<file path="src/rtl/mem_access_ctrl_if.sv">
// Bundle of the request, data-memory bus and response channels of the
// MEM-stage access controller.
// master: the controller side (accepts requests, drives the bus and responses).
// slave:  the surrounding pipeline/bus side.
interface mem_access_ctrl_if;
    // upstream request
    logic        req_valid;
    logic        req_ready;
    logic [63:0] req_addr;
    logic [2:0]  req_load_type;
    logic [2:0]  req_store_type;
    logic [63:0] req_wdata;
    // data-memory bus
    logic        mem_valid;
    logic        mem_ready;
    logic [63:0] mem_addr;
    logic        mem_wen;
    logic [63:0] mem_wdata;
    logic [7:0]  mem_wmask;
    logic        mem_rvalid;
    logic [63:0] mem_rdata;
    // response to the load extend stage
    logic        rsp_valid;
    logic        rsp_ready;
    logic [2:0]  rsp_addr_low;
    logic [2:0]  rsp_load_type;
    logic [63:0] rsp_read_data;
    logic        rsp_err;
    logic        rsp_misalign;

    modport master (
        input  req_valid, req_addr, req_load_type, req_store_type, req_wdata,
        input  mem_ready, mem_rvalid, mem_rdata,
        input  rsp_ready,
        output req_ready,
        output mem_valid, mem_addr, mem_wen, mem_wdata, mem_wmask,
        output rsp_valid, rsp_addr_low, rsp_load_type, rsp_read_data, rsp_err, rsp_misalign
    );

    modport slave (
        output req_valid, req_addr, req_load_type, req_store_type, req_wdata,
        output mem_ready, mem_rvalid, mem_rdata,
        output rsp_ready,
        input  req_ready,
        input  mem_valid, mem_addr, mem_wen, mem_wdata, mem_wmask,
        input  rsp_valid, rsp_addr_low, rsp_load_type, rsp_read_data, rsp_err, rsp_misalign
    );
endinterface

</file>
<file path="src/rtl/mem_access_ctrl.sv">
// MEM-stage data-memory access controller.
// One outstanding load/store: IDLE -> REQ -> WAIT -> RESP -> IDLE.
// Stores get their data and byte mask shifted into the 8-byte lane here;
// loads return the raw 64-bit word plus addr_low/load_type for the extend stage.
// Optional feature macro: MISALIGN_TRAP_EN -- when defined, misaligned h/w/d
// accesses are trapped at accept (no bus request, error response with
// rsp_misalign=1); when undefined they are issued as-is and rsp_misalign stays 0.
module mem_access_ctrl #(
    parameter int unsigned TIMEOUT_CYCLES = 255   // 1..255 cycles in REQ+WAIT
) (
    input  logic              clk,
    input  logic              rst_n,
    mem_access_ctrl_if.master bus_if
);

    typedef enum logic [1:0] {
        IDLE = 2'd0,
        REQ  = 2'd1,
        WAIT = 2'd2,
        RESP = 2'd3
    } state_t;

    // Counter value on the last permitted cycle in REQ+WAIT.
    localparam logic [7:0] TO_LAST = 8'(TIMEOUT_CYCLES - 1);

    state_t      state_q;
    logic [7:0]  cnt_q;
    logic        mem_valid_q;
    logic [63:0] mem_addr_q;
    logic        mem_wen_q;
    logic [63:0] mem_wdata_q;
    logic [7:0]  mem_wmask_q;
    logic        rsp_valid_q;
    logic [2:0]  rsp_addr_low_q;
    logic [2:0]  rsp_load_type_q;
    logic [63:0] rsp_read_data_q;
    logic        rsp_err_q;
    logic        rsp_misalign_q;

    logic        is_store_d;
    logic        is_load_d;
    logic [1:0]  size_d;
    logic [7:0]  size_mask_d;
    logic [7:0]  wmask_d;
    logic [63:0] wdata_d;
    logic        misalign_d;
    logic        timeout_hit;

    // Access size code (0=b,1=h,2=w,3=d) shared by load and store encodings:
    // 100 is the doubleword, otherwise the low two bits give size+1.
    function automatic logic [1:0] size_of(input logic [2:0] t);
        if (t == 3'b100) begin
            return 2'd3;
        end
        return t[1:0] - 2'd1;
    endfunction

    // Decode the incoming request: store wins over load, byte lane alignment.
    always_comb begin
        is_store_d = (bus_if.req_store_type != 3'b000);
        is_load_d  = !is_store_d && (bus_if.req_load_type != 3'b000);
        size_d     = is_store_d ? size_of(bus_if.req_store_type)
                                : size_of(bus_if.req_load_type);
        case (size_d)
            2'd0:    size_mask_d = 8'h01;
            2'd1:    size_mask_d = 8'h03;
            2'd2:    size_mask_d = 8'h0F;
            default: size_mask_d = 8'hFF;
        endcase
        // Bytes shifted past lane 7 fall off the 8-bit mask / 64-bit word.
        wmask_d = is_store_d ? (size_mask_d << bus_if.req_addr[2:0]) : 8'h00;
        wdata_d = bus_if.req_wdata << {bus_if.req_addr[2:0], 3'b000};
`ifdef MISALIGN_TRAP_EN
        misalign_d = 1'b0;
        if (is_store_d || is_load_d) begin
            case (size_d)
                2'd1:    misalign_d = bus_if.req_addr[0];
                2'd2:    misalign_d = |bus_if.req_addr[1:0];
                2'd3:    misalign_d = |bus_if.req_addr[2:0];
                default: misalign_d = 1'b0;
            endcase
        end
`else
        misalign_d = 1'b0;
`endif
    end

    assign timeout_hit = (cnt_q == TO_LAST);

    // Transaction FSM; every bus/response output is a register set here.
    always_ff @(posedge clk or negedge rst_n) begin
        if (!rst_n) begin
            state_q         <= IDLE;
            cnt_q           <= 8'd0;
            mem_valid_q     <= 1'b0;
            mem_addr_q      <= 64'd0;
            mem_wen_q       <= 1'b0;
            mem_wdata_q     <= 64'd0;
            mem_wmask_q     <= 8'd0;
            rsp_valid_q     <= 1'b0;
            rsp_addr_low_q  <= 3'd0;
            rsp_load_type_q <= 3'd0;
            rsp_read_data_q <= 64'd0;
            rsp_err_q       <= 1'b0;
            rsp_misalign_q  <= 1'b0;
        end else begin
            case (state_q)
                IDLE: begin
                    if (bus_if.req_valid) begin
                        cnt_q           <= 8'd0;
                        mem_addr_q      <= {bus_if.req_addr[63:3], 3'b000};
                        mem_wen_q       <= is_store_d;
                        mem_wdata_q     <= wdata_d;
                        mem_wmask_q     <= wmask_d;
                        rsp_addr_low_q  <= bus_if.req_addr[2:0];
                        rsp_load_type_q <= is_store_d ? 3'b000 : bus_if.req_load_type;
                        rsp_read_data_q <= 64'd0;
                        rsp_err_q       <= 1'b0;
                        rsp_misalign_q  <= 1'b0;
                        if (misalign_d) begin
                            // trapped: answer immediately without touching the bus
                            rsp_valid_q    <= 1'b1;
                            rsp_err_q      <= 1'b1;
                            rsp_misalign_q <= 1'b1;
                            state_q        <= RESP;
                        end else if (!is_store_d && !is_load_d) begin
                            // no-op request: empty, error-free response
                            rsp_valid_q <= 1'b1;
                            state_q     <= RESP;
                        end else begin
                            mem_valid_q <= 1'b1;
                            state_q     <= REQ;
                        end
                    end
                end
                REQ: begin
                    cnt_q <= cnt_q + 8'd1;
                    if (bus_if.mem_ready) begin
                        mem_valid_q <= 1'b0;
                        state_q     <= WAIT;
                    end else if (timeout_hit) begin
                        mem_valid_q <= 1'b0;
                        rsp_valid_q <= 1'b1;
                        rsp_err_q   <= 1'b1;
                        state_q     <= RESP;
                    end
                end
                WAIT: begin
                    cnt_q <= cnt_q + 8'd1;
                    if (bus_if.mem_rvalid) begin
                        rsp_read_data_q <= mem_wen_q ? 64'd0 : bus_if.mem_rdata;
                        rsp_valid_q     <= 1'b1;
                        state_q         <= RESP;
                    end else if (timeout_hit) begin
                        rsp_valid_q <= 1'b1;
                        rsp_err_q   <= 1'b1;
                        state_q     <= RESP;
                    end
                end
                RESP: begin
                    // hold everything until downstream takes it; no accept this cycle
                    if (bus_if.rsp_ready) begin
                        rsp_valid_q <= 1'b0;
                        state_q     <= IDLE;
                    end
                end
                default: state_q <= IDLE;
            endcase
        end
    end

    assign bus_if.req_ready     = (state_q == IDLE);
    assign bus_if.mem_valid     = mem_valid_q;
    assign bus_if.mem_addr      = mem_addr_q;
    assign bus_if.mem_wen       = mem_wen_q;
    assign bus_if.mem_wdata     = mem_wdata_q;
    assign bus_if.mem_wmask     = mem_wmask_q;
    assign bus_if.rsp_valid     = rsp_valid_q;
    assign bus_if.rsp_addr_low  = rsp_addr_low_q;
    assign bus_if.rsp_load_type = rsp_load_type_q;
    assign bus_if.rsp_read_data = rsp_read_data_q;
    assign bus_if.rsp_err       = rsp_err_q;
    assign bus_if.rsp_misalign  = rsp_misalign_q;

endmodule

</file>
<file path="src/flat_wrapper.sv">
// flat-port wrapper written by rule: the top's interface ports become plain ports
module mem_access_ctrl_flat 
#(
    parameter int unsigned TIMEOUT_CYCLES = 255                               
)
  (clk, rst_n, bus_if_req_valid, bus_if_req_addr, bus_if_req_load_type, bus_if_req_store_type, bus_if_req_wdata, bus_if_mem_ready, bus_if_mem_rvalid, bus_if_mem_rdata, bus_if_rsp_ready, bus_if_req_ready, bus_if_mem_valid, bus_if_mem_addr, bus_if_mem_wen, bus_if_mem_wdata, bus_if_mem_wmask, bus_if_rsp_valid, bus_if_rsp_addr_low, bus_if_rsp_load_type, bus_if_rsp_read_data, bus_if_rsp_err, bus_if_rsp_misalign);
  mem_access_ctrl_if bus_if_i ();
  input  logic clk;
  input  logic rst_n;
  input wire logic [$bits(bus_if_i.req_valid)-1:0] bus_if_req_valid;
  input wire logic [$bits(bus_if_i.req_addr)-1:0] bus_if_req_addr;
  input wire logic [$bits(bus_if_i.req_load_type)-1:0] bus_if_req_load_type;
  input wire logic [$bits(bus_if_i.req_store_type)-1:0] bus_if_req_store_type;
  input wire logic [$bits(bus_if_i.req_wdata)-1:0] bus_if_req_wdata;
  input wire logic [$bits(bus_if_i.mem_ready)-1:0] bus_if_mem_ready;
  input wire logic [$bits(bus_if_i.mem_rvalid)-1:0] bus_if_mem_rvalid;
  input wire logic [$bits(bus_if_i.mem_rdata)-1:0] bus_if_mem_rdata;
  input wire logic [$bits(bus_if_i.rsp_ready)-1:0] bus_if_rsp_ready;
  output wire logic [$bits(bus_if_i.req_ready)-1:0] bus_if_req_ready;
  output wire logic [$bits(bus_if_i.mem_valid)-1:0] bus_if_mem_valid;
  output wire logic [$bits(bus_if_i.mem_addr)-1:0] bus_if_mem_addr;
  output wire logic [$bits(bus_if_i.mem_wen)-1:0] bus_if_mem_wen;
  output wire logic [$bits(bus_if_i.mem_wdata)-1:0] bus_if_mem_wdata;
  output wire logic [$bits(bus_if_i.mem_wmask)-1:0] bus_if_mem_wmask;
  output wire logic [$bits(bus_if_i.rsp_valid)-1:0] bus_if_rsp_valid;
  output wire logic [$bits(bus_if_i.rsp_addr_low)-1:0] bus_if_rsp_addr_low;
  output wire logic [$bits(bus_if_i.rsp_load_type)-1:0] bus_if_rsp_load_type;
  output wire logic [$bits(bus_if_i.rsp_read_data)-1:0] bus_if_rsp_read_data;
  output wire logic [$bits(bus_if_i.rsp_err)-1:0] bus_if_rsp_err;
  output wire logic [$bits(bus_if_i.rsp_misalign)-1:0] bus_if_rsp_misalign;
  assign bus_if_i.req_valid = bus_if_req_valid;
  assign bus_if_i.req_addr = bus_if_req_addr;
  assign bus_if_i.req_load_type = bus_if_req_load_type;
  assign bus_if_i.req_store_type = bus_if_req_store_type;
  assign bus_if_i.req_wdata = bus_if_req_wdata;
  assign bus_if_i.mem_ready = bus_if_mem_ready;
  assign bus_if_i.mem_rvalid = bus_if_mem_rvalid;
  assign bus_if_i.mem_rdata = bus_if_mem_rdata;
  assign bus_if_i.rsp_ready = bus_if_rsp_ready;
  assign bus_if_req_ready = bus_if_i.req_ready;
  assign bus_if_mem_valid = bus_if_i.mem_valid;
  assign bus_if_mem_addr = bus_if_i.mem_addr;
  assign bus_if_mem_wen = bus_if_i.mem_wen;
  assign bus_if_mem_wdata = bus_if_i.mem_wdata;
  assign bus_if_mem_wmask = bus_if_i.mem_wmask;
  assign bus_if_rsp_valid = bus_if_i.rsp_valid;
  assign bus_if_rsp_addr_low = bus_if_i.rsp_addr_low;
  assign bus_if_rsp_load_type = bus_if_i.rsp_load_type;
  assign bus_if_rsp_read_data = bus_if_i.rsp_read_data;
  assign bus_if_rsp_err = bus_if_i.rsp_err;
  assign bus_if_rsp_misalign = bus_if_i.rsp_misalign;
  mem_access_ctrl #(.TIMEOUT_CYCLES(TIMEOUT_CYCLES)) u_core (.clk(clk), .rst_n(rst_n), .bus_if(bus_if_i));
endmodule
</file>
<file path="config.mk">
export PLATFORM = sky130hd
export DESIGN_NAME = mem_access_ctrl_flat
export DESIGN_NICKNAME = d
export VERILOG_FILES = /design/src/rtl/mem_access_ctrl_if.sv /design/src/rtl/mem_access_ctrl.sv /design/src/flat_wrapper.sv
export SDC_FILE = /design/constraint.sdc
export NUM_CORES = 1
export LEC_CHECK = 0
export ABC_AREA = 1
export BUFFER_PORTS_ARGS = -buffer_cell sky130_fd_sc_hd__buf_2
export CAP_MARGIN = 20
export CORE_ASPECT_RATIO = 0.6
export CORE_MARGIN = 10
export CORE_UTILIZATION = 25
export CTS_CLUSTER_SIZE = 30
export DETAILED_ROUTE_END_ITERATION = 16
export GPL_TIMING_DRIVEN = 1
export HOLD_SLACK_MARGIN = 0.15
export PLACE_DENSITY_LB_ADDON = 0.08
export SYNTH_ARGS = -nofsm -noshare
export SYNTH_HDL_FRONTEND = slang
export SYNTH_SLANG_ARGS = --single-unit
</file>
<file path="constraint.sdc">
create_clock -name clk -period 1.5 [get_ports clk]
set_clock_uncertainty 0.05 [all_clocks]
set_input_delay 0.15 -clock clk [delete_from_list [all_inputs] [get_ports clk]]
set_output_delay 0.15 -clock clk [all_outputs]
set_load 0.01 [all_outputs]
</file>
After elaboration in Yosys (flattened, before gate mapping)
Index checks and enable logic that the tools add are counted.

cells by class
  multiplexer cells = 40
  equal/unequal tests = 16
  reductions and logical operators = 20
  add/subtract/negate cells = 3
  shifts and indexed selects = 2

operators with widths
  kind                                               count
  two-way mux 64 bit                                 3
  case mux 64 bit (2 select lines)                   1
  << shifter 64 x 6 -> 64 bit                        1
  case mux 8 bit (3 select lines)                    1
  two-way mux 2 bit                                  11
  two-way mux 1 bit                                  16
  two-way mux 8 bit                                  2
  case mux 8 bit (2 select lines)                    1
  != test 2 bit (second input constant)              6
  AND reduction 4 bit                                3
  nonzero test 3 bit                                 3
  adder 8 x 1 -> 8 bit (second input constant)       1
  == test 8 bit (second input constant)              1
  case mux 2 bit (4 select lines)                    1
  << shifter 8 x 3 -> 8 bit                          1
  == test 2 bit (second input constant)              3
  == test 3 bit (second input constant)              2
  AND reduction 2 bit                                3
  nonzero test 2 bit                                 3
  == test 2 x 1 -> 1 bit (second input constant)     2
  logical NOT 2 bit                                  2
  case mux 1 bit (4 select lines)                    1
  subtractor 2 x 1 -> 2 bit (second input constant)  2
  two-way mux 3 bit                                  1
  8 further kinds                                    10

storage, ports and cells
  input port bits = 204
  flip-flop bits (word level) = 217

Longest topological paths before layout
Gate-level depths: netlist (run 1).

  word-level depth = 8
  gate-level depth with buffers = 12
  mapped depth without buffers = 12

Least setup slack after synthesis (run 1)
OpenSTA, ideal clock, no wires.

  kind = reg-to-reg
  from = reg u_core.state_q[1]
  to = reg u_core.mem_addr_q[10] (netlist: u_core.bus_if.mem_addr[10])
  setup time = 0.117 ns
  slack = -0.133 ns
  arrival time = 1.466 ns
  period minus slack after synthesis = 1.633 ns
  path buffers = 4
  stages on the path, launching flop included = 10
  data required time = 1.333 ns
  path through = dfrtp_1 inv_1 ha_1 buf_6 nand2_4 buf_6 buf_4 buf_4 nand2_1 nand2_1

on the way
  longest elaborated chain between the ends = 2

RTL lines
  element                               line                    source
  from (decl)                           mem_access_ctrl.sv:26   state_t state_q;
  from (signal assigned)                mem_access_ctrl.sv:93   state_q <= IDLE;
  from (signal assigned)                mem_access_ctrl.sv:125  state_q <= RESP;
  from (signal assigned)                mem_access_ctrl.sv:129  state_q <= RESP;
  logical NOT 2 bit                     --
  named net bus_if_req_ready            flat_wrapper.sv:19      output wire logic [$bits(bus_if_i.req_ready)-1:0] bus_if_req_ready;
  AND reduction 2 bit (no source line)  --
  to (signal assigned)                  mem_access_ctrl.sv:111  mem_addr_q <= {bus_if.req_addr[63:3], 3'b000};
  to (decl)                             mem_access_ctrl.sv:29   logic [63:0] mem_addr_q;

The timed path passes the listed nets, and every way through them passes these cells.
A chain may end at the register's enable or synchronous reset.

Final worst setup path (run 1)
  from = reg u_core.state_q[1]
  to = reg u_core.mem_wdata_q[37] (netlist: u_core.bus_if.mem_wdata[37])

on the way
  longest elaborated chain between the ends = 2

RTL lines
  element                               line                    source
  logical NOT 2 bit                     mem_access_ctrl.sv:107  case (state_q)
  AND reduction 2 bit (no source line)  --
  to (signal assigned)                  mem_access_ctrl.sv:113  mem_wdata_q <= wdata_d;
  to (decl)                             mem_access_ctrl.sv:31   logic [63:0] mem_wdata_q;

No other way between the ends.

==> flow_metrics.env, run 1 <==
export IMPL_status="finished, violations left"
export IMPL_violations="negative setup slack"
export IMPL_viasPerCell=4.51
export IMPL_dr_pass1_iters=5
export IMPL_final_core_util_pct=43.0
export IMPL_startpoint_type="flop"
export IMPL_slew_violations=0
export IMPL_synth_edf_count=0
export IMPL_crit_fanout=7
export IMPL_fmaxAchievable_mhz=600
export IMPL_grt_met3_usage_pct=4.61
export IMPL_num_rows=57
export IMPL_cts_sinks=217
export IMPL_maxCapViolations=0
export IMPL_yosysSeqAreaShare_pct=52.0
export IMPL_worstPathRequired_ns=1.90
export IMPL_synth_top_area_share_pct=52.0
export IMPL_clockBufferDepth=3
export IMPL_track_usage_pct=18.0
export IMPL_via_count=11300
export IMPL_wl_um=47800
export IMPL_yosys_area_top_type="dfrtp_1"
export IMPL_wire_per_inst_um=19.1
export IMPL_final_area_sq_um=17600
export IMPL_grt_max_degree=53
export IMPL_grt_overflow=0
export IMPL_arrival_ns=2.07
export IMPL_hp_class="in2reg"
export IMPL_die_w_um=284
export IMPL_dp_slack_ns=-0.248
export IMPL_synth_seq_cells=217
export IMPL_synth_cells=1237
export IMPL_yosysMostFrequentCell="nand2_1"
export IMPL_cts_root_buffer="clkbuf_16"
export IMPL_synthToLayoutAreaGrowth_pct=68.2
export IMPL_die_area_sq_um=50600
export IMPL_ys_types=42
export IMPL_cts_htree_levels=1
export IMPL_cts_buffers=25
export IMPL_fin_nets=2134
export IMPL_dp_cells=2225
export IMPL_place_area_sq_um=13600
export IMPL_grt_pass1_vias=11700
export IMPL_drive_gt1_share_pct=36.1
export IMPL_io_buffers=411
export IMPL_hold_viol=0
export IMPL_clk_pin_slew_worst_paths_ns=0.06
export IMPL_cts_tree="yes"
export IMPL_core_area_sq_um=40900
export IMPL_worst_hold_slack_ns=0.151
export IMPL_setup_ws_ns=-0.166
export IMPL_synth_area_sq_um=10400
export IMPL_final_cells=2501
export IMPL_antenna_found_initial=3
export IMPL_hpwl_um=34000
export IMPL_min_period_over_period_pct=111
export IMPL_top_level_ports=416
export IMPL_p_leak_nw=9.22
export IMPL_met2_usage_pct=27.1
export IMPL_p_per_area_nw_per_um2=1740
export IMPL_netlist_top_cells_count="nand2_1 (484), dfrtp_1 (217), nand3_1 (103)"
export IMPL_min_period_ns=1.67
export IMPL_synth_avg_cell_area_sq_um=8.44
export IMPL_antenna_left=0
export IMPL_setup_tns_ns=-14.10
export IMPL_peakVddDrop_v=0.000920
export IMPL_gp_congestion=0.878
export IMPL_p_total_mw=30.6
export IMPL_async_reset_ff_share_pct=100
export IMPL_grt_busiest_layer="met2"
export IMPL_crit_path_end_kind="flop"
export IMPL_setup_viol_count_final=171
export IMPL_drc=0
export IMPL_drt_initial_drc_count=871
export IMPL_start_util_pct=25.6
export IMPL_rsz0062_at_grt="yes"
export IMPL_clock_latency_ns=0.53
export IMPL_slew_headroom_pct=61.8
export IMPL_die_h_um=178
export IMPL_synthTopCellsByArea="dfrtp_1 (52%), nand2_1 (17%), nand3_1 (4.9%)"
export IMPL_grt_pass1_wl_um=72400
export IMPL_worst_setup_path_type="reg2reg"
export IMPL_worst_slew_pin_slew_ns=0.567
export IMPL_ys_warn_count=0
export IMPL_ys_dominant_reg_cell="dfrtp_1"
export IMPL_met1_usage_pct=25.1
==> repair_timing <==
item                                    CTS  global route
gates resized for setup                  51           102
endpoints found under the setup margin  201           212
hold endpoints to repair                420             0
buffers inserted                          8             6
gates cloned                              6             4
hold buffers                            207             0
pin swaps                                14            57
==> sequential cells by signal (all words and copies together), names as in the netlist <==
register / count
u_core.cnt_q: 8
u_core.bus_if.rsp_addr_low: 3
u_core.bus_if.rsp_read_data: 64
u_core.bus_if.mem_wdata: 64
u_core.bus_if.rsp_valid: 1
u_core.bus_if.mem_wen: 1
u_core.bus_if.mem_valid: 1
u_core.bus_if.mem_addr: 61
u_core.bus_if.mem_wmask: 8
u_core.state_q: 2
u_core.bus_if.rsp_err: 1
u_core.bus_if.rsp_load_type: 3
==> layout by cell type (no fill, tap or decap), types with 3 or more instances in the layout <==
master / synthesis / layout
nand3_1: 103 / 85
nor2_1: 18 / 16
clkbuf_1: 17 / 7
nand2_4: 2 / 14
mux2i_1: 8 / 8
nand2_1: 484 / 457
a21oi_1: 15 / 15
bufinv_16: 0 / 5
nand3_2: 0 / 10
o21ai_2: 11 / 40
buf_4: 14 / 80
buf_12: 1 / 24
dlygate4sd3_1: 0 / 207
inv_1: 41 / 36
nor2_4: 3 / 6
ha_1: 8 / 5
nor3_1: 5 / 5
or2_0: 9 / 9
conb_1: 1 / 4
or2_2: 6 / 6
o211ai_1: 19 / 19
buf_16: 0 / 7
buf_6: 24 / 3
inv_2: 6 / 9
o21ai_0: 70 / 31
nand4_1: 3 / 3
nand2_2: 2 / 16
a22o_1: 11 / 11
buf_8: 0 / 6
buf_2: 26 / 409
nand3_4: 0 / 8
clkinv_2: 0 / 5
dfrtp_1: 217 / 217
clkbuf_16: 0 / 29
a22oi_1: 19 / 18
o21ai_1: 71 / 81
==> routing by layer <==
| metal | routed length, um | vias to the layer above | part of all wire (%) |
|---|---|---|---|
| met2 | 20900 | 375 | 44 |
| met3 | 3390 | 77 | 7.1 |
| met4 | 1470 | 2 | 3.1 |
| met1 | 22000 | 5378 | 46 |
| li1 | - | 5437 | - |
| met5 | 13 | - | 0.027 |
==> final timing paths <==
check                                           start                         endpoint  slack (ns)  cells past startpoint
setup / recovery                    u_core.state_q[1]      u_core.bus_if.mem_wdata[37]       -0.17                      9
hold / removal                   bus_if_req_wdata[20]      u_core.bus_if.mem_wdata[36]        0.15                      6
setup reg to reg                    u_core.state_q[1]      u_core.bus_if.mem_wdata[37]       -0.17                      9
hold reg to reg            u_core.bus_if.mem_addr[11]       u_core.bus_if.mem_addr[11]        0.42                      2
max in group asynchronous                       rst_n  u_core.bus_if.rsp_read_data[12]        0.16                      4
min in group asynchronous                       rst_n       u_core.bus_if.mem_addr[30]        0.58                      3
==> critical path: stages, from the launching register on <==
cell	delay [ns]
dfrtp_1	0.41
inv_2	0.09
ha_4	0.20
nand2_8	0.09
nor2_4	0.18
buf_12	0.14
buf_12	0.14
buf_12	0.14
nand2_2	0.06
o21ai_2	0.10
==> power breakdown <==
part / switching (mW) / internal, mW / total, mW
registers: 1.42 / 8.32 / 9.75
clock network: 2.57 / 3.99 / 6.56
logic: 8.20 / 6.08 / 14.3
==> cells by family (layout without fill, tap and decap cells) <==
family,after synthesis,count (layout),synth area share [%]
AO/OA/AOI/OAI,223,223,12.7
adder cells (fa/ha/maj),8,8,0.958
buffers and inverters,134,834,7.58
flip-flops,217,217,52.0
multiplexers,8,8,0.767
other,1,5,0.0359
AND/OR/NAND/NOR,646,646,25.9
==> final cells by class <==
class / instances / area (sq um)
Fill cell: 4041 / 23300
Timing Repair Buffer: 741 / 5650
Sequential cell: 217 / 5430
Multi-Input combinational cell: 889 / 4720
Tap cell: 560 / 701
Clock buffer: 33 / 666
Inverter: 48 / 208
Clock inverter: 12 / 193
Antenna cell: 1 / 2.50
No activity file was read; power rests on OpenSTA's default activity.
==> inputs of run 2 (changes only) <==
CELL_PAD_IN_SITES_DETAIL_PLACEMENT = 0   (was unset)
CELL_PAD_IN_SITES_GLOBAL_PLACEMENT = 2   (was unset)
==> run 2 against run 1 <==
Compared with the run above:
- the flow still finishes with violations (negative setup slack)
- register-to-register slack better by 0.05 ns
- worst hold slack gained 0.036 ns
- cell area decreased by 3.1%
- worst setup slack better by 0.051 ns
- largest power group unchanged
==> flow_metrics.env, run 2 (same netlist as run 1, synthesis figures left out) <==
export IMPL_die_area_sq_um=50600
export IMPL_cts_root_buffer="clkbuf_16"
export IMPL_p_leak_nw=8.96
export IMPL_min_period_ns=1.62
export IMPL_hp_class="in2reg"
export IMPL_grt_overflow=0
export IMPL_min_period_over_period_pct=108
export IMPL_viasPerCell=4.43
export IMPL_worstPathRequired_ns=1.87
export IMPL_num_rows=57
export IMPL_core_area_sq_um=40900
export IMPL_crit_path_end_kind="flop"
export IMPL_wl_um=48600
export IMPL_nFillCells=4242
export IMPL_fmaxAchievable_mhz=619
export IMPL_final_core_util_pct=41.7
export IMPL_top_level_ports=416
export IMPL_cts_htree_levels=1
export IMPL_violations="negative setup slack"
export IMPL_cts_tree="yes"
export IMPL_dp_slack_ns=-0.262
export IMPL_register_area_sq_um=5430
export IMPL_hpwl_um=36100
export IMPL_start_util_pct=25.6
export IMPL_gp_congestion=0.881
export IMPL_hold_viol=0
export IMPL_p_per_area_nw_per_um2=1730
export IMPL_final_cell_mix="nand2_1 (472), buf_2 (409), dfrtp_1 (217), dlygate4sd3_1 (203), o21ai_1 (103)"
export IMPL_worst_slew_pin_slew_ns=0.596
export IMPL_synthToLayoutAreaGrowth_pct=63.0
export IMPL_slew_headroom_pct=59.8
export IMPL_grt_pass1_vias=11600
export IMPL_grt_pass1_wl_um=72700
export IMPL_peakVddDrop_v=0.000786
export IMPL_fin_nets=2122
export IMPL_grt_max_degree=51
export IMPL_drive_gt1_share_pct=33.8
export IMPL_setup_ws_ns=-0.115
export IMPL_track_usage_pct=18.3
export IMPL_via_count=11000
export IMPL_clk_pin_slew_worst_paths_ns=0.06
export IMPL_startpoint_type="flop"
export IMPL_setup_viol_count_final=133
export IMPL_clock_latency_ns=0.53
export IMPL_final_cells=2485
export IMPL_dp_cells=2229
export IMPL_cts_buffers=25
export IMPL_die_w_um=284
export IMPL_io_buffers=411
export IMPL_worst_setup_path_type="reg2reg"
export IMPL_final_common_cell="nand2_1"
export IMPL_status="finished, violations left"
export IMPL_maxCapViolations=0
export IMPL_multiInputGateArea_sq_um=4480
export IMPL_clockBufferDepth=3
export IMPL_antenna_found_initial=1
export IMPL_worst_hold_slack_ns=0.188
export IMPL_rsz0062_at_grt="yes"
export IMPL_dr_pass1_iters=5
export IMPL_cts_sinks=217
export IMPL_drt_initial_drc_count=922
export IMPL_arrival_ns=1.98
export IMPL_wire_per_inst_um=19.5
export IMPL_drc=0
export IMPL_slew_violations=0
export IMPL_antenna_left=0
export IMPL_die_h_um=178
export IMPL_setup_tns_ns=-9.93
export IMPL_crit_fanout=30
-- run 2: per-layer routing --
layer	wire length, um	vias to the layer above	part of all wire (%)	global-route usage (%)
met2	21300	290	44	28.3
met3	3090	51	6.4	4.64
met4	905	0	1.9	3.42
met5	0	-	0	0
li1	-	5393	-	-
met1	23300	5268	48	25.5
-- run 2: where the power goes --
group | switching, mW | internal (mW) | leakage (nW) | total, mW
combinational | 7.99 | 5.75 | 5.74 | 13.7
clock | 2.55 | 3.54 | 0.389 | 6.09
sequential | 1.38 | 8.32 | 2.83 | 9.71
-- run 2: per-stage QoR --
stage | power (mW) | cell area [sq um]
after floorplan | 16.5 | 10500
after global placement | 22.7 | 13800
after detailed placement | 22.7 | 13800
after CTS | 29.8 | 16800
after global routing | 31.8 | 17000
final | 29.5 | 17000
-- run 2: final timing paths --
check / from / to / slack (ns) / cells after the start
setup reg to reg: u_core.state_q[0] / u_core.bus_if.rsp_read_data[2] / -0.12 / 9
max in group asynchronous: rst_n / u_core.bus_if.mem_addr[4] / 0.16 / 4
hold / removal: bus_if_req_wdata[32] / u_core.bus_if.mem_wdata[40] / 0.19 / 6
setup / recovery: u_core.state_q[0] / u_core.bus_if.rsp_read_data[2] / -0.12 / 9
hold reg to reg: u_core.bus_if.mem_addr[25] / u_core.bus_if.mem_addr[25] / 0.42 / 2
min in group asynchronous: rst_n / u_core.bus_if.mem_wdata[26] / 0.64 / 3
-- run 2: area by class of cell --
cell class                 instances  area share, %
sequential                       217           31.9
antenna                            1         0.0147
clock inverter                     5          0.309
timing repair buffer             729           31.9
inverter                          48           1.15
tap                              560           4.11
multi-input combinational        889           26.3
clock buffer                      36           4.33
-- run 2: what timing repair did --
action	in CTS	in global routing
pin swaps	17	10
hold buffers	203	0
hold endpoints to repair	422	0
setup buffers	2	5
setup endpoints to repair	201	213
gates resized for setup	40	32
gates cloned	1	3
-- run 2: critical path: stages, from the launching register on --
cell	delay (ns)
dfrtp_1	0.38
inv_2	0.09
ha_2	0.25
inv_2	0.08
o21ai_4	0.14
buf_12	0.14
nor2_8	0.05
buf_12	0.16
nand3_1	0.08
nand2_1	0.06
